### src/rtl/switch_mcu_ahb_pkg.sv
// Shared definitions for the switch MCU AHB-Lite arbiter.
//   - AHB transfer-type, burst and size encodings
//   - master index constants (instruction fetch / load-store)
//   - arbiter sequencer state encoding
package switch_mcu_ahb_pkg;

    localparam logic [1:0] HTRANS_IDLE   = 2'b00;
    localparam logic [1:0] HTRANS_BUSY   = 2'b01;
    localparam logic [1:0] HTRANS_NONSEQ = 2'b10;
    localparam logic [1:0] HTRANS_SEQ    = 2'b11;

    localparam logic [2:0] HBURST_SINGLE = 3'b000;
    localparam logic [3:0] HSIZE_WORD    = 4'd2;

    localparam logic M_IFU = 1'b0;
    localparam logic M_LSU = 1'b1;

    typedef enum logic [1:0] {
        IDLE = 2'd0,
        ADDR = 2'd1,
        DATA = 2'd2
    } arb_state_t;

endpackage

### src/rtl/switch_mcu_arb_sel.sv
// Combinational winner select for the two-master AHB arbiter.
//   req        : per-master request (bit N = master N has htrans != 0)
//   last_grant : master granted most recently (also the lock owner)
//   lock       : lock bit latched at the most recent grant
//   any_req    : at least one master requests
//   winner     : index of the master to grant next
// Build option: ARB_RR_EN selects round-robin on simultaneous requests;
// without it the HI_PRI master wins ties.
module switch_mcu_arb_sel
    import switch_mcu_ahb_pkg::*;
#(
    parameter logic HI_PRI = 1'b1
) (
    input  logic [1:0] req,
    input  logic       last_grant,
    input  logic       lock,
    output logic       any_req,
    output logic       winner
);

    always_comb begin
        any_req = |req;
        winner  = M_IFU;
        if (lock && req[last_grant]) begin
            // A locked sequence keeps the bus as long as its owner asks.
            winner = last_grant;
        end else if (req == 2'b11) begin
`ifdef ARB_RR_EN
            winner = ~last_grant;
`else
            winner = HI_PRI;
`endif
        end else if (req[M_LSU]) begin
            winner = M_LSU;
        end else begin
            winner = M_IFU;
        end
    end

endmodule

### src/rtl/switch_mcu_ahb_arb.sv
// Two-master AHB-Lite arbiter / sequencer for the switch core system bus.
// Master 0 = instruction fetch, master 1 = load/store. Single transfers,
// one outstanding transfer. Sequencer IDLE -> ADDR -> DATA -> IDLE, all
// outputs registered.
// Ports:
//   in_clk, in_rst            clock, synchronous active-high reset
//   in_mN_*                   master N address/control/write data
//   out_mN_hready/hresp/hrdata response routed only to the granted master
//   in_hready/hresp/hrdata    slave response
//   out_h*                    shared bus address/control/write data
//   out_grant, out_busy       current owner, transfer in flight
//   out_err_cnt               saturating count of error responses
//   out_state                 sequencer state (debug)
// Build option: ARB_RR_EN enables round-robin tie-break (see arb_sel).
//
// Handshake: a master requests by holding htrans != 0 with stable
// address/control/wdata until it sees a one-cycle hready pulse on its own
// out_mN_hready; the slave completes a phase when in_hready=1 at a rising edge.
module switch_mcu_ahb_arb
    import switch_mcu_ahb_pkg::*;
#(
    parameter int   ADDR_W = 32,
    parameter int   DATA_W = 32,
    parameter logic HI_PRI = 1'b1
) (
    input  logic              in_clk,
    input  logic              in_rst,
    input  logic [1:0]        in_m0_htrans,
    input  logic [ADDR_W-1:0] in_m0_haddr,
    input  logic              in_m0_hwrite,
    input  logic [3:0]        in_m0_hsize,
    input  logic [3:0]        in_m0_hport,
    input  logic              in_m0_hmastlock,
    input  logic [DATA_W-1:0] in_m0_hwdata,
    input  logic [1:0]        in_m1_htrans,
    input  logic [ADDR_W-1:0] in_m1_haddr,
    input  logic              in_m1_hwrite,
    input  logic [3:0]        in_m1_hsize,
    input  logic [3:0]        in_m1_hport,
    input  logic              in_m1_hmastlock,
    input  logic [DATA_W-1:0] in_m1_hwdata,
    output logic              out_m0_hready,
    output logic              out_m0_hresp,
    output logic [DATA_W-1:0] out_m0_hrdata,
    output logic              out_m1_hready,
    output logic              out_m1_hresp,
    output logic [DATA_W-1:0] out_m1_hrdata,
    input  logic              in_hready,
    input  logic              in_hresp,
    input  logic [DATA_W-1:0] in_hrdata,
    output logic [ADDR_W-1:0] out_haddr,
    output logic [1:0]        out_htrans,
    output logic              out_hwrite,
    output logic [3:0]        out_hsize,
    output logic [2:0]        out_hburst,
    output logic [3:0]        out_hport,
    output logic              out_hmastlock,
    output logic [DATA_W-1:0] out_hwdata,
    output logic              out_grant,
    output logic              out_busy,
    output logic [7:0]        out_err_cnt,
    output logic [1:0]        out_state
);

    arb_state_t state, state_nxt;
    logic       any_req, winner;
    logic       lock_q, lock_nxt, grant_nxt;

    logic [ADDR_W-1:0] haddr_nxt;
    logic [1:0]        htrans_nxt;
    logic              hwrite_nxt, hmastlock_nxt, busy_nxt;
    logic [3:0]        hsize_nxt, hport_nxt;
    logic [DATA_W-1:0] hwdata_nxt, m0_hrdata_nxt, m1_hrdata_nxt;
    logic              m0_hready_nxt, m1_hready_nxt, m0_hresp_nxt, m1_hresp_nxt;
    logic [7:0]        err_cnt_nxt;

    // out_grant doubles as the last-grant / lock-owner register.
    switch_mcu_arb_sel #(.HI_PRI(HI_PRI)) u_sel (
        .req        ({in_m1_htrans != HTRANS_IDLE, in_m0_htrans != HTRANS_IDLE}),
        .last_grant (out_grant),
        .lock       (lock_q),
        .any_req    (any_req),
        .winner     (winner)
    );

    assign out_hburst = HBURST_SINGLE;
    assign out_state  = state;

    // State and registered outputs.
    always_ff @(posedge in_clk) begin
        if (in_rst) begin
            state         <= IDLE;
            out_grant     <= HI_PRI;
            lock_q        <= 1'b0;
            out_haddr     <= '0;
            out_htrans    <= HTRANS_IDLE;
            out_hwrite    <= 1'b0;
            out_hsize     <= '0;
            out_hport     <= '0;
            out_hmastlock <= 1'b0;
            out_hwdata    <= '0;
            out_busy      <= 1'b0;
            out_m0_hready <= 1'b0;
            out_m1_hready <= 1'b0;
            out_m0_hresp  <= 1'b0;
            out_m1_hresp  <= 1'b0;
            out_m0_hrdata <= '0;
            out_m1_hrdata <= '0;
            out_err_cnt   <= '0;
        end else begin
            state         <= state_nxt;
            out_grant     <= grant_nxt;
            lock_q        <= lock_nxt;
            out_haddr     <= haddr_nxt;
            out_htrans    <= htrans_nxt;
            out_hwrite    <= hwrite_nxt;
            out_hsize     <= hsize_nxt;
            out_hport     <= hport_nxt;
            out_hmastlock <= hmastlock_nxt;
            out_hwdata    <= hwdata_nxt;
            out_busy      <= busy_nxt;
            out_m0_hready <= m0_hready_nxt;
            out_m1_hready <= m1_hready_nxt;
            out_m0_hresp  <= m0_hresp_nxt;
            out_m1_hresp  <= m1_hresp_nxt;
            out_m0_hrdata <= m0_hrdata_nxt;
            out_m1_hrdata <= m1_hrdata_nxt;
            out_err_cnt   <= err_cnt_nxt;
        end
    end

    // Next state.
    always_comb begin
        state_nxt = state;
        case (state)
            IDLE:    if (any_req)   state_nxt = ADDR;
            ADDR:    if (in_hready) state_nxt = DATA;
            DATA:    if (in_hready) state_nxt = IDLE;
            default: state_nxt = IDLE;
        endcase
    end

    // Next values of the registered outputs.
    always_comb begin
        grant_nxt     = out_grant;
        lock_nxt      = lock_q;
        haddr_nxt     = out_haddr;
        htrans_nxt    = out_htrans;
        hwrite_nxt    = out_hwrite;
        hsize_nxt     = out_hsize;
        hport_nxt     = out_hport;
        hmastlock_nxt = out_hmastlock;
        hwdata_nxt    = out_hwdata;
        busy_nxt      = out_busy;
        m0_hready_nxt = 1'b0;
        m1_hready_nxt = 1'b0;
        m0_hresp_nxt  = out_m0_hresp;
        m1_hresp_nxt  = out_m1_hresp;
        m0_hrdata_nxt = out_m0_hrdata;
        m1_hrdata_nxt = out_m1_hrdata;
        err_cnt_nxt   = out_err_cnt;
        case (state)
            IDLE: begin
                haddr_nxt     = '0;
                htrans_nxt    = HTRANS_IDLE;
                hwrite_nxt    = 1'b0;
                hsize_nxt     = '0;
                hport_nxt     = '0;
                hmastlock_nxt = 1'b0;
                hwdata_nxt    = '0;
                busy_nxt      = 1'b0;
                if (any_req) begin
                    grant_nxt     = winner;
                    lock_nxt      = winner ? in_m1_hmastlock : in_m0_hmastlock;
                    haddr_nxt     = winner ? in_m1_haddr     : in_m0_haddr;
                    htrans_nxt    = HTRANS_NONSEQ;
                    hwrite_nxt    = winner ? in_m1_hwrite    : in_m0_hwrite;
                    hsize_nxt     = winner ? in_m1_hsize     : in_m0_hsize;
                    hport_nxt     = winner ? in_m1_hport     : in_m0_hport;
                    hmastlock_nxt = winner ? in_m1_hmastlock : in_m0_hmastlock;
                    busy_nxt      = 1'b1;
                end
            end
            ADDR: begin
                if (in_hready) begin
                    htrans_nxt = HTRANS_IDLE;
                    haddr_nxt  = '0;
                    hwdata_nxt = out_grant ? in_m1_hwdata : in_m0_hwdata;
                end
            end
            DATA: begin
                if (in_hready) begin
                    if (out_grant) begin
                        m1_hready_nxt = 1'b1;
                        m1_hresp_nxt  = in_hresp;
                        m1_hrdata_nxt = in_hrdata;
                    end else begin
                        m0_hready_nxt = 1'b1;
                        m0_hresp_nxt  = in_hresp;
                        m0_hrdata_nxt = in_hrdata;
                    end
                    if (in_hresp && out_err_cnt != 8'hFF) begin
                        err_cnt_nxt = out_err_cnt + 8'd1;
                    end
                    // Leave the bus clean for the following IDLE cycle.
                    hwrite_nxt    = 1'b0;
                    hsize_nxt     = '0;
                    hport_nxt     = '0;
                    hmastlock_nxt = 1'b0;
                    hwdata_nxt    = '0;
                    busy_nxt      = 1'b0;
                end
            end
            default: ;
        endcase
    end

endmodule
### config.mk
export PLATFORM = sky130hd
export DESIGN_NAME = switch_mcu_ahb_arb
export DESIGN_NICKNAME = d
export VERILOG_FILES = /design/src/rtl/switch_mcu_ahb_pkg.sv /design/src/rtl/switch_mcu_arb_sel.sv /design/src/rtl/switch_mcu_ahb_arb.sv
export SDC_FILE = /design/constraint.sdc
export NUM_CORES = 1
export LEC_CHECK = 0
export ABC_CLOCK_PERIOD_IN_PS = 2700
export CAP_MARGIN = 5
export CELL_PAD_IN_SITES_DETAIL_PLACEMENT = 0
export CELL_PAD_IN_SITES_GLOBAL_PLACEMENT = 2
export CORE_MARGIN = 1
export CORE_UTILIZATION = 21
export DETAILED_ROUTE_END_ITERATION = 7
export PLACE_DENSITY = 0.8
export SLEW_MARGIN = 20
export SYNTH_ARGS = -nofsm -noshare
export SYNTH_HDL_FRONTEND = slang
export SYNTH_HIERARCHICAL = 1
export SYNTH_SLANG_ARGS = --single-unit
### constraint.sdc
create_clock -name in_clk -period 2.7 [get_ports in_clk]
set_clock_uncertainty 0.05 [all_clocks]
set_input_delay 0.54 -clock in_clk [delete_from_list [all_inputs] [get_ports in_clk]]
set_output_delay 0.54 -clock in_clk [all_outputs]
set_load 0.03 [all_outputs]
### After elaboration in Yosys (flattened, before gate mapping)

Cells that the tools add are included.
W data, S select, Z words.

| operators by class | value |
|---|---|
| $add $sub $neg | 1 |
| reductions and logical operators | 18 |
| $lt $le $gt $ge | 1 |
| bitwise logic cells | 3 |
| equal/unequal tests | 7 |
| multiplexer cells | 36 |

Operators by type and width:

| kind | number |
|---|---|
| $mux W32 | 5 |
| $pmux W32 S3 | 1 |
| $pmux W32 S2 | 1 |
| $mux W4 | 5 |
| $pmux W4 S2 | 2 |
| $reduce_and A3 Y1 | 5 |
| $mux W1 | 13 |
| $add A8 B1 Y8 const B | 1 |
| $mux W2 | 4 |
| $ne A8 B8 Y1 const B | 1 |
| $reduce_bool A2 Y1 | 4 |
| $ne A2 B2 Y1 const B | 3 |
| $pmux W1 S2 | 3 |
| $pmux W2 S3 | 1 |
| $reduce_and A2 Y1 | 3 |
| $eq A2 B2 Y1 const B | 2 |
| $pmux W2 S2 | 1 |
| $not A1 Y1 | 3 |
| $reduce_bool A3 Y1 | 1 |
| $reduce_or A3 Y1 | 1 |
| $eq A2 B1 Y1 const B | 1 |
| $logic_and A1 B1 Y1 | 2 |
| $logic_not A2 Y1 | 1 |
| $lt A1 B2 Y1 const B | 1 |
| $reduce_or A2 Y1 | 1 |

| storage, ports and cells | value |
|---|---|
| output and inout bits | 159 |
| input port bits | 188 |
| flip-flop bits (word level) | 157 |

### Longest topological paths before layout

Gate-level depths: netlist (run 1).

| depth | value |
|---|---|
| depth after elaboration | 8 |
| depth in mapped cells | 7 |
| gate-level depth less buffers | 5 |

### Cells and area by module

Netlist (run 1), hierarchy kept.

Modules (own cells, without submodules):

| module | cells an instance | instances | area each (µm²) |
|---|---|---|---|
| switch_mcu_ahb_arb | 690 | 1 | 6214.7 |
| switch_mcu_arb_sel | 4 | 1 | 20.0 |

### Worst setup path after synthesis (run 1)

Ideal clock, no wire load.

| path | value |
|---|---|
| path kind | input to register |
| from | input in_m0_htrans[1] |
| to | register out_hport[0] |
| buffers on the path | 2 |
| cell stages on the path | 6 |
| data arrival time | 1889 ps |
| slack | 643 ps |
| path through | or2_2 > a31oi_1 > buf_2 > clkbuf_1 > mux2i_1 > o2bb2ai_1 |

| between the ends | value |
|---|---|
| word-level cells in the longest chain between the ends | 8 |
| elaborated cells between the ends (all ways) | 11 |
| classes of those cells | eq/ne: 1; mux: 7; reduce/logical: 3 |

RTL lines:

| item | line | RTL |
|---|---|---|
| start: declaration | switch_mcu_ahb_arb.sv:28 | `input logic [1:0] in_m0_htrans,` |
| $reduce_bool A2 Y1 (*) | switch_mcu_ahb_arb.sv:79 | `.req ({in_m1_htrans != HTRANS_IDLE, in_m0_htrans != HTRANS_IDLE}),` |
| $mux W1 (implied by the code) (2 in series) | switch_mcu_arb_sel.sv:24 | `if (lock && req[last_grant]) begin` |
| $logic_and A1 B1 Y1 | switch_mcu_arb_sel.sv:24 |  |
| $mux W1 (*) | switch_mcu_arb_sel.sv:24 |  |
| net winner | switch_mcu_ahb_arb.sv:66 | `logic any_req, winner;` |
| $mux W4 (*) | switch_mcu_ahb_arb.sv:179 | `hport_nxt = winner ? in_m1_hport : in_m0_hport;` |
| $mux W4 (*) | switch_mcu_ahb_arb.sv:172 | `if (any_req) begin` |
| $pmux W4 S2 (*) | switch_mcu_ahb_arb.sv:162 | `case (state)` |
| end signal: assignment | switch_mcu_ahb_arb.sv:118 | `out_hport <= hport_nxt;` |
| end: declaration | switch_mcu_ahb_arb.sv:56 | `output logic [3:0] out_hport,` |

The timed path passes the listed nets; every way through them passes the cells marked *. The select of a mux whose other input is x is not followed.
A chain may end at the register's enable or synchronous reset.

### Final worst setup path (run 1)

| path | value |
|---|---|
| from | register state[1] (netlist: out_state[1]) |
| to | output out_state[1] |

RTL lines:

| item | line | RTL |
|---|---|---|
| start: declaration | switch_mcu_ahb_arb.sv:65 | `arb_state_t state, state_nxt;` |
| start signal: assignment | switch_mcu_ahb_arb.sv:111 | `state <= state_nxt;` |
| end: declaration | switch_mcu_ahb_arb.sv:62 | `output logic [1:0] out_state` |

No word-level cell between the ends.

==> impl_metrics.env, run 1 <==
export IMPL_p_seq_frac=0.409
export IMPL_hold_viol=0
export IMPL_p_int_w=0.004350
export IMPL_yosysSeqAreaShare=0.5009
export IMPL_yosysMostFrequentCell="nand2_1"
export IMPL_dp_cells=1387
export IMPL_hp_class="flip-flop to flip-flop"
export IMPL_slew_headroom=0.4541
export IMPL_crit_chain="clkdlybuf4s50_1"
export IMPL_grt_overflow=0
export IMPL_htreeDepth=4
export IMPL_cts_resized=0
export IMPL_final_instance_count_excl_fill=1420
export IMPL_cp_slowest_cell="clkdlybuf4s50_1"
export IMPL_p_sw_w=0.001736
export IMPL_end_kind="output port"
export IMPL_portBuffers=342
export IMPL_cts_tree="done"
export IMPL_combPwrFrac=0.200
export IMPL_drive_gt1_frac=0.06473
export IMPL_routed_via_density=4.275
export IMPL_route_vias_total=6071
export IMPL_hpwlAfterDp_um=15950
export IMPL_dpl_cell_area_um2=10150
export IMPL_r2r_start="out_state[0]"
export IMPL_wl_um=21950
export IMPL_synthArstFlopShare=0
export IMPL_grt_use_total=0.1433
export IMPL_coreArea_um2=28940
export IMPL_hold_start="out_hwdata[15]"
export IMPL_syn_area_um2=6235
export IMPL_fin_crit_sh=0.8647
export IMPL_ys_top_cells_by_count="nand2_1, dfxtp_1, a21oi_1"
export IMPL_sw_frac_of_total=0.2852
export IMPL_grt_pass1_wl_um=34050
export IMPL_drtIter0Drc=180
export IMPL_drv_slew=0
export IMPL_cp_start_kind="flip-flop"
export IMPL_p_leak_nw=4.017
export IMPL_synth_top_area_share=0.5009
export IMPL_power_frac_clock=0.391
export IMPL_synthCells=694
export IMPL_synth_flop_cell="dfxtp_1"
export IMPL_synth_top_area_cell="dfxtp_1"
export IMPL_die_area_um2=30380
export IMPL_stdcell_area_um2=10730
export IMPL_setup_viol=0
export IMPL_hold_end="out_hwdata[15]"
export IMPL_total_power_w=0.006086
export IMPL_clk_latency_ns=0.41
export IMPL_crit_type="flip-flop to output port"
export IMPL_post_cts_buffers=0
export IMPL_ys_warn_count=6
export IMPL_cts_buffers=17
export IMPL_postCtsHoldBufs=0
export IMPL_slowest_delay_ns=0.76
export IMPL_drcViolationCount=0
export IMPL_antenna_found_initial=1
export IMPL_critPathMaxFanout=9
export IMPL_rsz0062_at_grt="false"
export IMPL_synthTopCellsByArea="dfxtp_1, mux2i_1, nand2_1"
export IMPL_synth_cell_types=39
export IMPL_fmax_ghz=0.4283
export IMPL_finalSetupTns_ns=0
export IMPL_ff2ff_path_depth=4
export IMPL_die_w_um=174.3
export IMPL_firstDrtPassIters=4
export IMPL_synth_edf_count=0
export IMPL_path_clk_slew_ns=0.07
export IMPL_nets=1211
export IMPL_cts_root_buffer="clkbuf_16"
export IMPL_clockBufferDepth=2
export IMPL_grt_pass1_vias=6092
export IMPL_critPathBufInv=1
export IMPL_critical_path_arrival_ns=1.74
export IMPL_period_needed_ns=2.335
export IMPL_ant_nets=0
export IMPL_io_pins=347
export IMPL_ir_worst_vdd_mv=0.3876
export IMPL_tightest_slew_ns=0.8158
export IMPL_initial_core_util=0.2155
export IMPL_power_density_nw_per_um2=567.4
export IMPL_hold_path_depth=2
export IMPL_syn_avg_cell_area_um2=8.984
export IMPL_cp_top_family="buffers and inverters"
export IMPL_syn2layout_area_growth_pct=72.04
export IMPL_routabilityCongestion=0.7573
export IMPL_maxCapViolations=0
export IMPL_rows=62
export IMPL_die_y_um=174.3
export IMPL_ys_ff_latch=156
export IMPL_grt_max_degree=66
export IMPL_reg2reg_slack_ns=0.83
export IMPL_cts_sinks=156
export IMPL_status="complete, no violations"
export IMPL_avgRoutedWirePerCell_um=15.45
export IMPL_crit_reg2reg_capture="out_haddr[18]"
export IMPL_required_ns=2.11
-- routing by layer --
metal / global-route usage / part of all wire / up-vias
met2: 0.2462 / 0.48 / 230
met4: 0.04130 / 0.012 / 0
met5: 0 / 0 / -
li1: - / - / 3042
met1: 0.1666 / 0.43 / 2783
met3: 0.05052 / 0.085 / 16
-- power groups by stage --
stage / logic (W) / clock network, W / registers, W
after detailed placement: 0.00123 / 0 / 0.00254
final: 0.00122 / 0.00238 / 0.00249
after CTS: 0.00124 / 0.00249 / 0.00249
after global placement: 0.00123 / 0 / 0.00254
after global routing: 0.00130 / 0.00258 / 0.00250
after floorplan: 0.000376 / 0 / 0.00274
-- cell type report --
class,count,area [µm²]
fill,2986,18210
timing repair buffer,365,3681
sequential,156,3124
multi-input combinational,477,2845
tap,384,480.5
clock buffer,19,442.9
clock inverter,13,131.4
inverter,5,18.77
antenna,1,2.502
-- metrics by stage --
stage / utilization / hold slack [ns] / setup WS, ns
floorplan: - / 0.4281 / 0.6428
global placement: 0.3508 / 0.3883 / 0.2106
detailed placement: 0.3508 / 0.3951 / 0.1662
CTS: 0.3706 / 0.4046 / 0.3242
global route: 0.3706 / 0.4144 / 0.2960
finish: 0.3707 / 0.4013 / 0.3654
-- cell usage in the layout, fill, tap and decap left out, types with 3 or more instances in the layout --
| cell | netlist | layout |
|---|---|---|
| o31ai_1 | 3 | 3 |
| or3_1 | 34 | 34 |
| mux2i_1 | 75 | 75 |
| clkbuf_16 | 0 | 17 |
| clkdlybuf4s50_1 | 0 | 341 |
| nor2_1 | 14 | 13 |
| a21oi_1 | 106 | 106 |
| nand2b_1 | 3 | 3 |
| buf_4 | 4 | 17 |
| clkinv_4 | 0 | 3 |
| o2bb2ai_1 | 42 | 42 |
| nand2_1 | 167 | 167 |
| or4_1 | 3 | 3 |
| inv_6 | 0 | 5 |
| inv_1 | 4 | 4 |
| conb_1 | 1 | 4 |
| buf_12 | 0 | 7 |
| dfxtp_1 | 156 | 155 |
-- sequential cells by signal, indices dropped and copies added (netlist names), 2 cells and up --
register,count
out_err_cnt,8
out_hwdata,32
out_m1_hrdata,32
out_hport,4
out_m0_hrdata,32
out_state,2
out_hsize,4
out_haddr,32
-- kinds of logic after synthesis --
| group | count (synthesis) | share of synthesized area |
|---|---|---|
| buffers and inverters | 64 | 0.04776 |
| XOR/XNOR | 2 | 0.002810 |
| other | 1 | 0.0006015 |
| flip-flops | 156 | 0.5009 |
| AND/OR/NAND/NOR | 234 | 0.1646 |
| AO/OA/AOI/OAI | 160 | 0.1587 |
| adder cells (fa/ha/maj) | 2 | 0.004213 |
| multiplexers | 75 | 0.1204 |
-- worst max-delay path by stage --
stage | from | depth (start not counted) | end | slack, ns
2_1_floorplan | in_m0_htrans[1] | 6 | out_hport[0] | 0.64
3_3_place_gp | in_m0_htrans[1] | 7 | out_haddr[31] | 0.21
3_5_place_dp | in_m0_htrans[1] | 7 | out_hport[3] | 0.17
4_1_cts | out_state[1] | 1 | out_state[1] | 0.32
5_1_grt | out_state[1] | 1 | out_state[1] | 0.30
6_report | out_state[1] | 1 | out_state[1] | 0.37
No activity file was read; power rests on OpenSTA's default activity.
==> inputs of run 2 (changes only) <==
--- a/config.mk
+++ b/config.mk
@@ -13,7 +13,7 @@
 export CORE_UTILIZATION = 21
 export DETAILED_ROUTE_END_ITERATION = 7
 export PLACE_DENSITY = 0.8
-export SLEW_MARGIN = 20
+export SLEW_MARGIN = 30
 export SYNTH_ARGS = -nofsm -noshare
 export SYNTH_HDL_FRONTEND = slang
 export SYNTH_HIERARCHICAL = 1
==> results of run 2 <==
The final DEF is identical to that of run 1; final timing and power are the same.
